`src/rtl/cla_nibble_sequencer_if.sv`:
```
// rtl/cla_nibble_sequencer_if.sv - operand/result handshake bundle for cla_nibble_sequencer
// Overflow exists only when CLA_SEQ_OVF_EN is defined.
interface cla_nibble_sequencer_if #(
  parameter int WIDTH = 16
);
  logic             in_valid;
  logic             in_ready;
  logic [WIDTH-1:0] A;
  logic [WIDTH-1:0] B;
  logic             Cin;
  logic             out_valid;
  logic             out_ready;
  logic [WIDTH-1:0] Sum;
  logic             Cout;
`ifdef CLA_SEQ_OVF_EN
  logic             Overflow;
`endif

  modport master (
    output in_valid, A, B, Cin, out_ready,
    input  in_ready, out_valid, Sum, Cout
`ifdef CLA_SEQ_OVF_EN
    , input Overflow
`endif
  );

  modport slave (
    input  in_valid, A, B, Cin, out_ready,
    output in_ready, out_valid, Sum, Cout
`ifdef CLA_SEQ_OVF_EN
    , output Overflow
`endif
  );
endinterface

```
`src/rtl/cla_nibble_sequencer.sv`:
```
// rtl/cla_nibble_sequencer.sv - WIDTH-bit adder sequenced one nibble per clock through a 4-bit CLA slice
// Optional signed Overflow output enabled by CLA_SEQ_OVF_EN.
module cla4_slice (
  input  logic [3:0] a,
  input  logic [3:0] b,
  input  logic       c,
  output logic [3:0] s,
  output logic [3:0] g,
  output logic [3:0] p
);
  logic c1, c2, c3;

  assign g  = a & b;
  assign p  = a ^ b;
  assign c1 = g[0] | (p[0] & c);
  assign c2 = g[1] | (p[1] & g[0]) | (p[1] & p[0] & c);
  assign c3 = g[2] | (p[2] & g[1]) | (p[2] & p[1] & g[0]) | (p[2] & p[1] & p[0] & c);
  assign s  = p ^ {c3, c2, c1, c};
endmodule

module cla_nibble_sequencer #(
  parameter int WIDTH = 16
) (
  input  logic                   clk,
  input  logic                   rst,
  cla_nibble_sequencer_if.slave  bus
);
  localparam int N  = WIDTH / 4;
  localparam int IW = (N > 1) ? $clog2(N) : 1;

  typedef enum logic [1:0] {IDLE, RUN, DONE} state_t;

  state_t             state, state_n;
  logic [N-1:0][3:0]  a_q, b_q, sum_q;
  logic               carry, cout_q;
  logic [IW-1:0]      idx;
  logic [3:0]         s, g, p;
  logic               co, last, accept;
  logic               in_ready_c, out_valid_c;

  cla4_slice u_slice (
    .a (a_q[idx]),
    .b (b_q[idx]),
    .c (carry),
    .s (s),
    .g (g),
    .p (p)
  );

  // The slice exposes no carry-out, so the group carry is rebuilt from G/P here.
  assign co = g[3] | (p[3] & g[2]) | (p[3] & p[2] & g[1]) | (p[3] & p[2] & p[1] & g[0])
            | (p[3] & p[2] & p[1] & p[0] & carry);
  assign last   = (idx == IW'(N - 1));
  assign accept = (state == IDLE) && bus.in_valid;

  always_ff @(posedge clk) begin
    if (rst) state <= IDLE;
    else     state <= state_n;
  end

  always_comb begin
    state_n     = state;
    in_ready_c  = 1'b0;
    out_valid_c = 1'b0;
    case (state)
      IDLE: begin
        in_ready_c = 1'b1;
        if (bus.in_valid) state_n = RUN;
      end
      RUN: begin
        if (last) state_n = DONE;
      end
      DONE: begin
        out_valid_c = 1'b1;
        if (bus.out_ready) state_n = IDLE;
      end
      default: state_n = IDLE;
    endcase
  end

`ifdef CLA_SEQ_OVF_EN
  logic c3, ovf_q;
  assign c3 = g[2] | (p[2] & g[1]) | (p[2] & p[1] & g[0]) | (p[2] & p[1] & p[0] & carry);

  always_ff @(posedge clk) begin
    if (rst)                             ovf_q <= 1'b0;
    else if ((state == RUN) && last)     ovf_q <= c3 ^ co;
  end

  assign bus.Overflow = ovf_q;
`endif

  always_ff @(posedge clk) begin
    if (rst) begin
      a_q    <= '0;
      b_q    <= '0;
      sum_q  <= '0;
      carry  <= 1'b0;
      cout_q <= 1'b0;
      idx    <= '0;
    end else if (accept) begin
      a_q   <= bus.A;
      b_q   <= bus.B;
      carry <= bus.Cin;
      idx   <= '0;
    end else if (state == RUN) begin
      sum_q[idx] <= s;
      carry      <= co;
      if (last) cout_q <= co;
      else      idx    <= idx + 1'b1;
    end
  end

  assign bus.in_ready  = in_ready_c;
  assign bus.out_valid = out_valid_c;
  assign bus.Sum       = sum_q;
  assign bus.Cout      = cout_q;
endmodule

```
`src/flat_wrapper.sv`:
```
// flat-port wrapper written by rule: the top's interface ports become plain ports
module cla_nibble_sequencer_flat 
#(
  parameter int WIDTH = 16
)
  (clk, rst, bus_in_valid, bus_A, bus_B, bus_Cin, bus_out_ready, bus_in_ready, bus_out_valid, bus_Sum, bus_Cout);
  cla_nibble_sequencer_if #(.WIDTH(WIDTH)) bus_i ();
  input  logic clk;
  input  logic rst;
  input wire logic [$bits(bus_i.in_valid)-1:0] bus_in_valid;
  input wire logic [$bits(bus_i.A)-1:0] bus_A;
  input wire logic [$bits(bus_i.B)-1:0] bus_B;
  input wire logic [$bits(bus_i.Cin)-1:0] bus_Cin;
  input wire logic [$bits(bus_i.out_ready)-1:0] bus_out_ready;
  output wire logic [$bits(bus_i.in_ready)-1:0] bus_in_ready;
  output wire logic [$bits(bus_i.out_valid)-1:0] bus_out_valid;
  output wire logic [$bits(bus_i.Sum)-1:0] bus_Sum;
  output wire logic [$bits(bus_i.Cout)-1:0] bus_Cout;
  assign bus_i.in_valid = bus_in_valid;
  assign bus_i.A = bus_A;
  assign bus_i.B = bus_B;
  assign bus_i.Cin = bus_Cin;
  assign bus_i.out_ready = bus_out_ready;
  assign bus_in_ready = bus_i.in_ready;
  assign bus_out_valid = bus_i.out_valid;
  assign bus_Sum = bus_i.Sum;
  assign bus_Cout = bus_i.Cout;
  cla_nibble_sequencer #(.WIDTH(WIDTH)) u_core (.clk(clk), .rst(rst), .bus(bus_i));
endmodule
```
`config.mk`:
```
export PLATFORM = sky130hd
export DESIGN_NAME = cla_nibble_sequencer_flat
export DESIGN_NICKNAME = d
export VERILOG_FILES = /design/src/rtl/cla_nibble_sequencer_if.sv /design/src/rtl/cla_nibble_sequencer.sv /design/src/flat_wrapper.sv
export SDC_FILE = /design/constraint.sdc
export NUM_CORES = 1
export LEC_CHECK = 0
export BUFFER_PORTS_ARGS = -buffer_cell sky130_fd_sc_hd__buf_2
export CAP_MARGIN = 20
export CORE_UTILIZATION = 52
export DETAILED_ROUTE_END_ITERATION = 12
export GPL_TIMING_DRIVEN = 0
export PLACE_DENSITY = 0.84
export SYNTH_ARGS = -nofsm -noshare
export SYNTH_HDL_FRONTEND = slang
export SYNTH_SLANG_ARGS = --single-unit
```
`constraint.sdc`:
```
create_clock -name clk -period 4.8 [get_ports clk]
set_clock_uncertainty 0.1 [all_clocks]
set_input_delay 0.96 -clock clk [delete_from_list [all_inputs] [get_ports clk]]
set_output_delay 0.96 -clock clk [all_outputs]
set_load 0.005 [all_outputs]
```
# After elaboration in Yosys (flattened, before gate mapping)
# Cells that the tools add are included.
# W data, S select, Z words.
dict set report totals {
  register_bits 54
  out_inout_bits 19
}
dict set report classes {
  addsub 1
  n_lt_le_gt_ge 2
  eq_ne 6
  n_mux 15
  bitwise_logic 31
  n_reduce_logical 9
}
# op n
set ops {}
lappend ops {{$and A1 B1 Y1} 16}
lappend ops {{$bmux W4 S2} 2}
lappend ops {{$bwmux W16} 1}
lappend ops {{$mux W4} 3}
lappend ops {{$or A1 B1 Y1} 10}
lappend ops {{$demux W4 S2} 1}
lappend ops {{$xor A4 B4 Y4} 2}
lappend ops {{$mux W2} 3}
lappend ops {{$pmux W2 S3} 1}
lappend ops {{$reduce_and A3 Y1} 2}
lappend ops {{$and A4 B4 Y4} 1}
lappend ops {{$eq A2 B2 Y1 const B} 2}
lappend ops {{$mux W1} 4}
lappend ops {{$ne A2 B2 Y1 const B} 2}
lappend ops {{$reduce_and A2 Y1} 2}
lappend ops {{$lt A2 B3 Y1 const B} 1}
lappend ops {{$add A2 B1 Y2 const B} 1}
lappend ops {{$eq A2 B1 Y1 const B} 1}
lappend ops {{$ge A2 B1 Y1 const B} 1}
lappend ops {{$logic_and A1 B1 Y1} 2}
lappend ops {{$logic_not A2 Y1} 1}
lappend ops {{$ne A2 B1 Y1 const B} 1}
lappend ops {{$not A1 Y1} 2}
lappend ops {{$reduce_bool A2 Y1} 1}
lappend ops {{$reduce_or A2 Y1} 1}

# Longest topological paths before layout
# Gate-level depths: netlist of the first run.
dict set report logic_depth {
  word_depth 10
  ltp_mapped 7
  depth_no_buf 6
}

# Cells and area by module
# Synthesis of the first run repeated with hierarchy kept, for this count alone.
dict set report hier_totals {
  hier_cells 282
  area_unflattened_um2 2454.9
}
# mod n_inst cells_per_inst area_per_inst_um2 seq_area_each_um2
set by_module_without_submodules {}
lappend by_module_without_submodules {cla_nibble_sequencer 1 263 2292.2 1081.0}
lappend by_module_without_submodules {cla4_slice 1 19 162.7 0.0}

# Worst setup path after synthesis of the first run
# OpenSTA, ideal clock, no wires.
dict set report synth_path {
  path_type {register -> register}
  startpoint {register u_core.idx[0]}
  endpoint {register u_core.cout_q, in the netlist u_core.bus.Cout}
  setup_time_ps 120
  t_arrival_ps 2182
  required_ps 4580
  path_slack_ps 2398
  path_stages_with_launch 7
  path_buffers 1
  synth_period_minus_slack_ps 2402
  path_cell_list {dfxtp_1 > buf_2 > mux4_2 > ha_1 > and3_1 > a22o_1 > o31a_1}
}
dict set report synth_via {
  elab_chain_cells 8
  elab_cells_between_ends 19
  classes_between {1 x eq/ne; 4 x mux; 13 x bitwise; 1 x reduce/logical}
}
# element line
set synth_lines {}
lappend synth_lines {{start: declaration} cla_nibble_sequencer.sv:36} ;# logic [IW-1:0] idx;
lappend synth_lines {{start signal: assignment} cla_nibble_sequencer.sv:110} ;# else idx <= idx + 1'b1;
lappend synth_lines {{$bmux W4 S2 (on tied branches)} {cla_nibble_sequencer.sv:42, cla_nibble_sequencer.sv:43}}
lappend synth_lines {{$mux W4 (on tied branches)} {cla_nibble_sequencer.sv:42, cla_nibble_sequencer.sv:43}}
lappend synth_lines {{$xor A4 B4 Y4 / $and A4 B4 Y4 (equally long branches)} {cla_nibble_sequencer.sv:14, cla_nibble_sequencer.sv:13}}
lappend synth_lines {{$and A1 B1 Y1 (on tied branches)} {cla_nibble_sequencer.sv:51, cla_nibble_sequencer.sv:52}}
lappend synth_lines {{$or A1 B1 Y1, or another cell as far along (2 in a row)} cla_nibble_sequencer.sv:51} ;# assign co = g[3] | (p[3] & g[2]) | (p[3] & p[2] & g[1]) | (p[3] & p[2] & p[1] & g[0])
lappend synth_lines {{$or A1 B1 Y1 / $and A1 B1 Y1 (equally long branches)} {cla_nibble_sequencer.sv:51, cla_nibble_sequencer.sv:52}}
lappend synth_lines {{$or A1 B1 Y1} cla_nibble_sequencer.sv:52} ;# | (p[3] & p[2] & p[1] & p[0] & carry);
lappend synth_lines {{end signal: assignment} cla_nibble_sequencer.sv:109} ;# if (last) cout_q <= co;
lappend synth_lines {{end: declaration} cla_nibble_sequencer.sv:35} ;# logic carry, cout_q;
# Several ways; a longest one is shown, not always the timed one. The select of a mux whose other input is x is not followed.
# A chain may end at the register's enable or synchronous reset.

# Worst setup path in the final report of the first run
dict set report layout_path {
  startpoint {register u_core.idx[0]}
  endpoint {register u_core.sum_q (netlist bit u_core.bus.Sum[6])}
}
dict set report layout_via {
  elab_chain_cells 8
  elab_cells_between_ends 18
  classes_between {2 x order compare; 7 x mux; 8 x bitwise; 1 x reduce/logical}
}
# element line
set layout_lines {}
lappend layout_lines {{$bmux W4 S2 (on tied branches)} {cla_nibble_sequencer.sv:42, cla_nibble_sequencer.sv:43}}
lappend layout_lines {{$mux W4 (on tied branches)} {cla_nibble_sequencer.sv:42, cla_nibble_sequencer.sv:43}}
lappend layout_lines {{$xor A4 B4 Y4 / $and A4 B4 Y4 (equally long branches)} {cla_nibble_sequencer.sv:14, cla_nibble_sequencer.sv:13}}
lappend layout_lines {{$and A1 B1 Y1} cla_nibble_sequencer.sv:16} ;# assign c2 = g[1] | (p[1] & g[0]) | (p[1] & p[0] & c);
lappend layout_lines {{$or A1 B1 Y1 / $and A1 B1 Y1 (equally long branches)} cla_nibble_sequencer.sv:16}
lappend layout_lines {{$or A1 B1 Y1} cla_nibble_sequencer.sv:16}
lappend layout_lines {{$xor A4 B4 Y4} cla_nibble_sequencer.sv:18} ;# assign s = p ^ {c3, c2, c1, c};
lappend layout_lines {{$bwmux W16 *} cla_nibble_sequencer.sv:107} ;# sum_q[idx] <= s;
lappend layout_lines {{end signal: indexed assignment} cla_nibble_sequencer.sv:107}
lappend layout_lines {{end: declaration} cla_nibble_sequencer.sv:34} ;# logic [N-1:0][3:0] a_q, b_q, sum_q;
# Mark *: on every way between the ends. The rest lies on a longest branch, timed or not. The select of a mux whose other input is x is not followed.

==> results.rst, run 1 <==
.. list-table::
   :header-rows: 1

   * - Metric
     - Value
   * - Result of the run
     - finished with violations
   * - Violated checks
     - DRC
   * - First-pass GRT wire length
     - 8.763 mm
   * - Sinks on Clock Net
     - 54
   * - Antenna-violating nets left
     - 0
   * - Endpoint, Worst Hold
     - u_core.b_q[6]
   * - DPL Wire Length
     - 3.748 mm
   * - Starting density of the core
     - 0.5548
   * - Area growth syn-to-layout
     - 17.39%
   * - Relative slew margins
     - 0.5413
   * - Vias after detailed routing
     - 2035
   * - Maximum fanout along the worst path
     - 10
   * - HP Start
     - u_core.b_q[6]
   * - Setup repair bufs after CTS
     - 0
   * - Cell area after placement
     - 2823 sq um
   * - Fraction of power consumed by the clock network
     - 0.300
   * - Register-to-register setup slack
     - 1.95 ns
   * - Final period utilization
     - 0.5928
   * - Share of total power in combinational logic
     - 0.151
   * - Net switching power figure
     - 0.0002296 W
   * - Post-synth net total
     - 309
   * - Delay-heaviest family, CP
     - compound AO/OA/AOI/OAI gates
   * - Unique cell type count in the Yosys netlist
     - 36
   * - Number of gates given a new drive strength after cts
     - 0
   * - Count of H-tree levels built during CTS
     - 2
   * - Floorplan core area
     - 4474 sq um
   * - Number of DRC violations after detailed routing
     - 4
   * - Crit Reg-Reg Startpoint
     - u_core.idx[0]
   * - Overall fraction of global-route tracks in use
     - 0.2248
   * - Endpoint of the most critical register-to-register path
     - u_core.bus.Sum[6]
   * - Critical path type
     - reg -> reg
   * - Final setup vio count
     - 0
   * - GP Congestion
     - 0.7831
   * - Synth Register Bits
     - 54
   * - Required arrival time at the worst endpoint
     - 4.88 ns
   * - Routed vias/inst
     - 5.384
   * - Slew at the pin closest to its max-slew limit
     - 0.6839 ns
   * - Critical-path top delay cell
     - a211oi_1
   * - DR pass1 iterations
     - 8
   * - Fraction of layout instances using a drive strength above 1
     - 0.2730
   * - Area of the die
     - 5054 sq um
   * - Source-to-sink clock delay at the later pin of the worst-skew pair
     - 0.32 ns
   * - Number of buffers added by the clock tree synthesis step
     - 5
   * - Final number of hold-violating endpoints
     - 0
   * - Top library cells by usage in the layout, fill and taps aside
     - nand2_1, buf_2, dfxtp_1
   * - Die extent in x
     - 71.09 microns
   * - Top-Level Pins
     - 56
   * - Buffers and inverters on the worst path
     - 1
   * - Pleak
     - 1.334 nW
   * - TritonCTS clock tree
     - yes
   * - Clock tree buffer depth
     - 2
   * - Register share of total power
     - 0.549
   * - Number of diodes
     - 0
   * - Switching fraction of total power
     - 0.2626
   * - Pin count of the biggest net entering global routing
     - 16
   * - Vert. Die Dim
     - 71.09 microns
   * - Final net count
     - 371
   * - Number of max-cap violations
     - 0
   * - Post-CTS Hold Fix Bufs
     - 0
   * - Clock-pin slew on the worst setup and hold paths
     - 0.09 ns
   * - Fraction of the yosys area taken by sequential cells
     - 0.4355
   * - Standard-cell rows
     - 24
   * - Post-Synthesis Mean Instance Area
     - 9.439 sq um
   * - Worst Setup End Kind
     - register
   * - Detailed-route wire length
     - 5.132 mm
   * - Number of global-route vias before repair
     - 1957
   * - Post-Synthesis Cell Area
     - 2482 sq um
   * - YS warnings
     - 0
   * - Final count of pins violating max slew
     - 0
   * - Unrepaired setup endpoints after global routing
     - false
   * - Initial antenna violation count
     - 0
   * - Power density over cell area
     - 300.1 nW/um^2
   * - Min Clock Period, post-route
     - 2.845 ns
   * - Internal power component
     - 0.0006448 W
   * - Drt wl/cell
     - 13.58 microns
   * - Longest individual stage delay on the worst path
     - 0.61 ns
   * - Worst Hold Slack
     - 0.3558 ns
   * - Reg2Reg Depth
     - 6
   * - Hold Path Cell Cnt
     - 2
   * - CP arrival
     - 2.92 ns
   * - Remaining global-route overflow
     - 0
   * - CTS Root Buffer Type
     - clkbuf_8
   * - Leading cell type in the layout, fill and taps excluded
     - nand2_1
   * - Accumulated negative setup slack
     - 0 ns
   * - Total power of the final layout
     - 0.0008744 W
   * - Cell count after synthesis
     - 263
   * - Class of the most critical hold timing path
     - reg -> reg
   * - Startpoint type of the worst setup path
     - register
   * - Port buffer count
     - 55
   * - Cell area after layout
     - 2914 sq um
   * - IR Drop Worst-Case VDD
     - 216.3 uV
   * - Sequence of cells on the critical path
     - buf_2 > mux4_2 > ha_1 > a21o_1 > a211oi_1 > o31ai_1
   * - Iteration-0 DRC count of the detailed router
     - 122
   * - Timing-limited maximum frequency
     - 351.4 MHz
[worst max-delay path by stage]
stage | startpoint | to | cells after the start
CTS | u_core.idx[0] | u_core.bus.Sum[6] | 6
floorplan | u_core.idx[0] | u_core.bus.Cout | 6
detailed placement | u_core.idx[0] | u_core.bus.Sum[6] | 6
finish | u_core.idx[0] | u_core.bus.Sum[6] | 6
global placement | u_core.idx[0] | u_core.bus.Sum[6] | 6
global route | u_core.idx[0] | u_core.bus.Sum[14] | 6
[stage by stage]
stage | cells | setup slack (ns) | utilization
after CTS | 378 | 1.956 | 0.6513
final | 378 | 1.955 | 0.6513
after detailed placement | 370 | 1.976 | 0.6309
after global routing | 378 | 1.825 | 0.6513
after global placement | 370 | 2.043 | 0.6309
after floorplan | 263 | 2.398 | -
[kinds of logic after synthesis]
kind of cell	Yosys count	synth area share
AO/OA/AOI/OAI	55	0.1321
XOR/XNOR	2	0.007058
adder cells (fa/ha/maj)	9	0.04839
buffers and inverters	24	0.05393
flip-flops	54	0.4355
multiplexers	16	0.1048
AND/OR/NAND/NOR	103	0.2183
[sequential cells by signal, summed over array words and instances, names as in the netlist]
name / flops
u_core.a_q: 16
u_core.b_q: 16
u_core.bus.Sum: 16
u_core.idx: 2
u_core.state: 2
u_core.bus.Cout: 1
u_core.carry: 1
[power groups by stage]
stage,clock [W],combinational [W],sequential [W]
global route,0.000284,0.000146,0.000482
floorplan,0,0.0000905,0.000487
global placement,0,0.000127,0.000489
detailed placement,0,0.000131,0.000490
finish,0.000262,0.000132,0.000480
CTS,0.000263,0.000132,0.000480
[cells in the mapped netlist]
master     instances  area (sq um)
ha_1               8         100.1
o21ai_0            1         5.000
and2b_1            1         7.510
nand2b_1           1         6.260
nand3b_1           8         60.06
o21a_1             1         7.510
dfxtp_1           54          1081
inv_1              7         26.28
nor2b_1            1         6.260
or2_1              2         12.51
xnor2_1            2         17.52
nand3b_4           4         80.08
buf_2              5         25.02
or2_2              2         12.51
o31a_1             1         8.760
and3_1             1         6.260
nor3b_2            1         12.51
a22o_1             1         8.760
clkbuf_1           7         26.28
nor3b_4            1         18.77
nand2_1           65         244.0
or4b_2             1         10.01
buf_6              5         56.30
nor2_1            11         41.29
or3b_1             1         8.760
a211oi_1           3         22.52
fa_1               1         20.02
a21o_1             2         15.01
a2111oi_0          1         8.760
nor3_1             2         10.01
a221oi_1           1         8.760
mux2i_1            8         80.08
nand3_1            1         5.000
o31ai_1            9         67.56
a21oi_1           35         175.2
mux4_2             8         180.2
[worst reg2reg max path: stages, from the launching register on]
cell      delay (ns)
dfxtp_1         0.36
buf_2           0.32
mux4_2          0.59
ha_1            0.33
a21o_1          0.22
a211oi_1        0.62
o31ai_1         0.17
[metal layers]
layer | track usage | vias up | routed length (microns)
li1 | - | 1029 | -
met4 | 0.09111 | 0 | 100
met5 | 0 | - | 0
met1 | 0.2779 | 951 | 2357
met2 | 0.3761 | 46 | 2460
met3 | 0.05698 | 9 | 214
[area by class of cell]
type / instances / area [sq um]
clock buffer: 7 / 86.33
multi-input combinational: 185 / 1267
timing repair buffer: 55 / 275.3
sequential: 54 / 1081
fill: 375 / 1560
buffer: 17 / 107.6
clock inverter: 1 / 5.005
inverter: 7 / 26.28
tap: 52 / 65.06
(Power assumes the default switching activity.)
==> inputs of run 2 (changes only) <==
CORE_UTILIZATION = 48   (was 52)
PLACE_DENSITY = 0.82   (was 0.84)
clock period = 2.5 ns   (was 4.8 ns; I/O delays follow)
==> run 2 against run 1 <==
Net effect: the run now ends clean; largest power group unchanged; combinational power increased by 110%; design area up 4.7%; total power increased by 120%; die area is 8.1% higher; critical path type unchanged; clock power rose to 2.7 times the previous value; wire length is 8.4% higher; worst setup slack worse by 1.9 ns; sequential power rose by 92%.
==> results.rst, run 2 (same netlist as run 1, synthesis figures left out) <==
.. list-table::
   :header-rows: 1

   * - Metric
     - Value
   * - Worst setup slack after layout
     - 0.06367 ns (-1.891 ns)
   * - Slew at the pin closest to its max-slew limit
     - 0.4788 ns (-0.2051 ns)
   * - Antenna-violating nets left
     - 0 (unchanged)
   * - Total power of the final layout
     - 0.001901 W (+120%)
   * - Clock tree buffer depth
     - 2 (unchanged)
   * - Number of global-route vias before repair
     - 1984 (+1.4%)
   * - Post-layout utilization of the core
     - 0.6294 (-0.02187)
   * - GP Congestion
     - 0.8017 (+2.4%)
   * - Setup repair bufs after CTS
     - 0 (unchanged)
   * - Number of buffers added by the clock tree synthesis step
     - 5 (unchanged)
   * - Total instance count after detailed placement
     - 385 (+4.1%)
   * - Number of max-cap violations
     - 0 (unchanged)
   * - Standard-cell rows
     - 25 (+4.2%)
   * - Vias after detailed routing
     - 2067 (+1.6%)
   * - Leading cell type in the layout, fill and taps excluded
     - nand2_1
   * - Pin count of the biggest net entering global routing
     - 17 (+1)
   * - Port buffer count
     - 55 (unchanged)
   * - Number of DRC violations after detailed routing
     - 0 (-4)
   * - Final net count
     - 372 (+0.27%)
   * - Iteration-0 DRC count of the detailed router
     - 116 (-4.9%)
   * - TritonCTS clock tree
     - yes
   * - Final count of pins violating max slew
     - 0 (unchanged)
   * - DPL Wire Length
     - 3.927 mm (+4.8%)
   * - Class of the most critical hold timing path
     - in -> reg
   * - Sequence of cells on the critical path
     - buf_6 > mux4_2 > ha_1 > and3_1 > a22o_2 > o31a_1
   * - Final setup vio count
     - 0 (unchanged)
   * - Clock-pin slew on the worst setup and hold paths
     - 0.10 ns (about the same)
   * - Initial antenna violation count
     - 0 (unchanged)
   * - Longest individual stage delay on the worst path
     - 0.51 ns (-0.10 ns)
   * - Internal power component
     - 0.001453 W (+130%)
   * - Net switching power figure
     - 0.0004478 W (+95%)
   * - Register share of total power
     - 0.486 (-0.063)
   * - Count of H-tree levels built during CTS
     - 2 (unchanged)
   * - Remaining global-route overflow
     - 0 (unchanged)
   * - Area growth syn-to-layout
     - 22.93%
   * - Result of the run
     - finished clean
   * - Critical path type
     - reg -> reg
   * - Critical-path top delay cell
     - mux4_2
   * - Startpoint type of the worst setup path
     - register
   * - Area of the die
     - 5463 sq um (+8.1%)
   * - CP arrival
     - 2.55 ns (-0.37 ns)
   * - Power density over cell area
     - 623.0 nW/um^2 (+110%)
   * - Top-Level Pins
     - 56 (unchanged)
   * - Switching fraction of total power
     - 0.2355 (-0.02705)
   * - Source-to-sink clock delay at the later pin of the worst-skew pair
     - 0.31 ns (about the same)
   * - Number of diodes
     - 0 (unchanged)
   * - First-pass GRT wire length
     - 8.873 mm (+1.3%)
   * - Share of total power in combinational logic
     - 0.145 (-0.006)
   * - Top library cells by usage in the layout, fill and taps aside
     - nand2_1, buf_2, dfxtp_1
   * - Routed vias/inst
     - 5.246 (-2.6%)
   * - IR Drop Worst-Case VDD
     - 417.2 uV (+93%)
   * - Unrepaired setup endpoints after global routing
     - false
   * - Vert. Die Dim
     - 73.92 microns (+4.0%)
   * - Post-CTS Hold Fix Bufs
     - 0 (unchanged)
   * - Final number of hold-violating endpoints
     - 0 (unchanged)
   * - Required arrival time at the worst endpoint
     - 2.61 ns (-2.27 ns)
   * - Fraction of layout instances using a drive strength above 1
     - 0.2997 (+0.02669)
   * - Min Clock Period, post-route
     - 2.436 ns (-0.4091 ns)
   * - Fillers
     - 408 (+8.8%)
   * - Starting density of the core
     - 0.5120 (-0.04281)
   * - Fraction of power consumed by the clock network
     - 0.369 (+0.069)
   * - Pleak
     - 1.363 nW (+2.1%)
   * - Post-placement worst setup slack
     - -0.3199 ns (-2.296 ns)
   * - DR pass1 iterations
     - 5 (-3)
   * - Final period utilization
     - 0.9745 (+0.3817)
   * - Detailed-route wire length
     - 5.562 mm (+8.4%)
   * - Floorplan core area
     - 4848 sq um (+8.4%)
   * - Sinks on Clock Net
     - 54 (unchanged)
   * - Maximum fanout along the worst path
     - 5 (-5)
   * - Relative slew margins
     - 0.6805 (+0.1391)
   * - Overall fraction of global-route tracks in use
     - 0.2182 (-0.006522)
   * - Worst Setup End Kind
     - register
   * - Die extent in x
     - 73.92 microns (+4.0%)
   * - CTS Root Buffer Type
     - clkbuf_8
   * - Timing-limited maximum frequency
     - 410.5 MHz (+17%)
   * - Count of placed standard cells in the final layout, fillers left out
     - 394 (+4.2%)
   * - Drt wl/cell
     - 14.12 microns (+4.0%)
-- run 2: layout make-up --
cell class | count | area (sq um) | share of cell area
Inverter | 7 | 26.28 | 0.008610
Multi-Input combinational cell | 185 | 1314 | 0.4305
Sequential cell | 54 | 1082 | 0.3547
Timing Repair Buffer | 56 | 282.8 | 0.09266
Clock inverter | 2 | 60.06 | 0.01968
Buffer | 17 | 120.1 | 0.03936
Clock buffer | 6 | 82.58 | 0.02706
Tap cell | 67 | 83.83 | 0.02747
-- run 2: path summary, 6_finish.rpt --
path                               startpoint         endpoint  slack [ns]  cells past startpoint
worst max-delay path            u_core.idx[0]  u_core.bus.Cout        0.06                      6
worst min-delay path                 bus_A[4]    u_core.a_q[4]        0.32                      3
worst max register to register  u_core.idx[0]  u_core.bus.Cout        0.06                      6
worst min register to register  u_core.a_q[4]    u_core.a_q[4]        0.36                      2
-- run 2: metrics by stage --
stage,hold slack (ns),instance area [sq um],setup TNS (ns)
after floorplan,0.3331,2482,0
after global placement,0.3396,2841,-1.264
after detailed placement,0.3480,2841,-1.566
after CTS,0.3186,3005,0
after global routing,0.3227,3052,0
final,0.3212,3052,0
-- run 2: worst max-delay path: cells and delay by family (launching register included) --
kind	cells	cell delay [ns]
flops	1	0.39
buf+inv	1	0.16
fa+ha+maj	1	0.36
compound gates	2	0.60
mux	1	0.51
simple gates	1	0.22
-- run 2: repair_timing --
action,in CTS,in global routing
gates resized for setup,5,8
gates cloned,1,0
setup endpoints to repair,9,9
-- run 2: per-layer routing --
layer  wire [microns]  part of all wire  track usage
met4               84             0.015      0.06838
met1             2437              0.44       0.2690
met5                0                 0            0
met2             2773              0.50       0.3798
met3              267             0.048      0.04664
-- run 2: power groups by stage --
stage | sequential, W | clock (W) | combinational [W]
after floorplan | 0.000935 | 0 | 0.000174
after detailed placement | 0.000941 | 0 | 0.000252
after global routing | 0.000928 | 0.000740 | 0.000305
after CTS | 0.000922 | 0.000713 | 0.000260
after global placement | 0.000938 | 0 | 0.000246
final | 0.000923 | 0.000702 | 0.000275
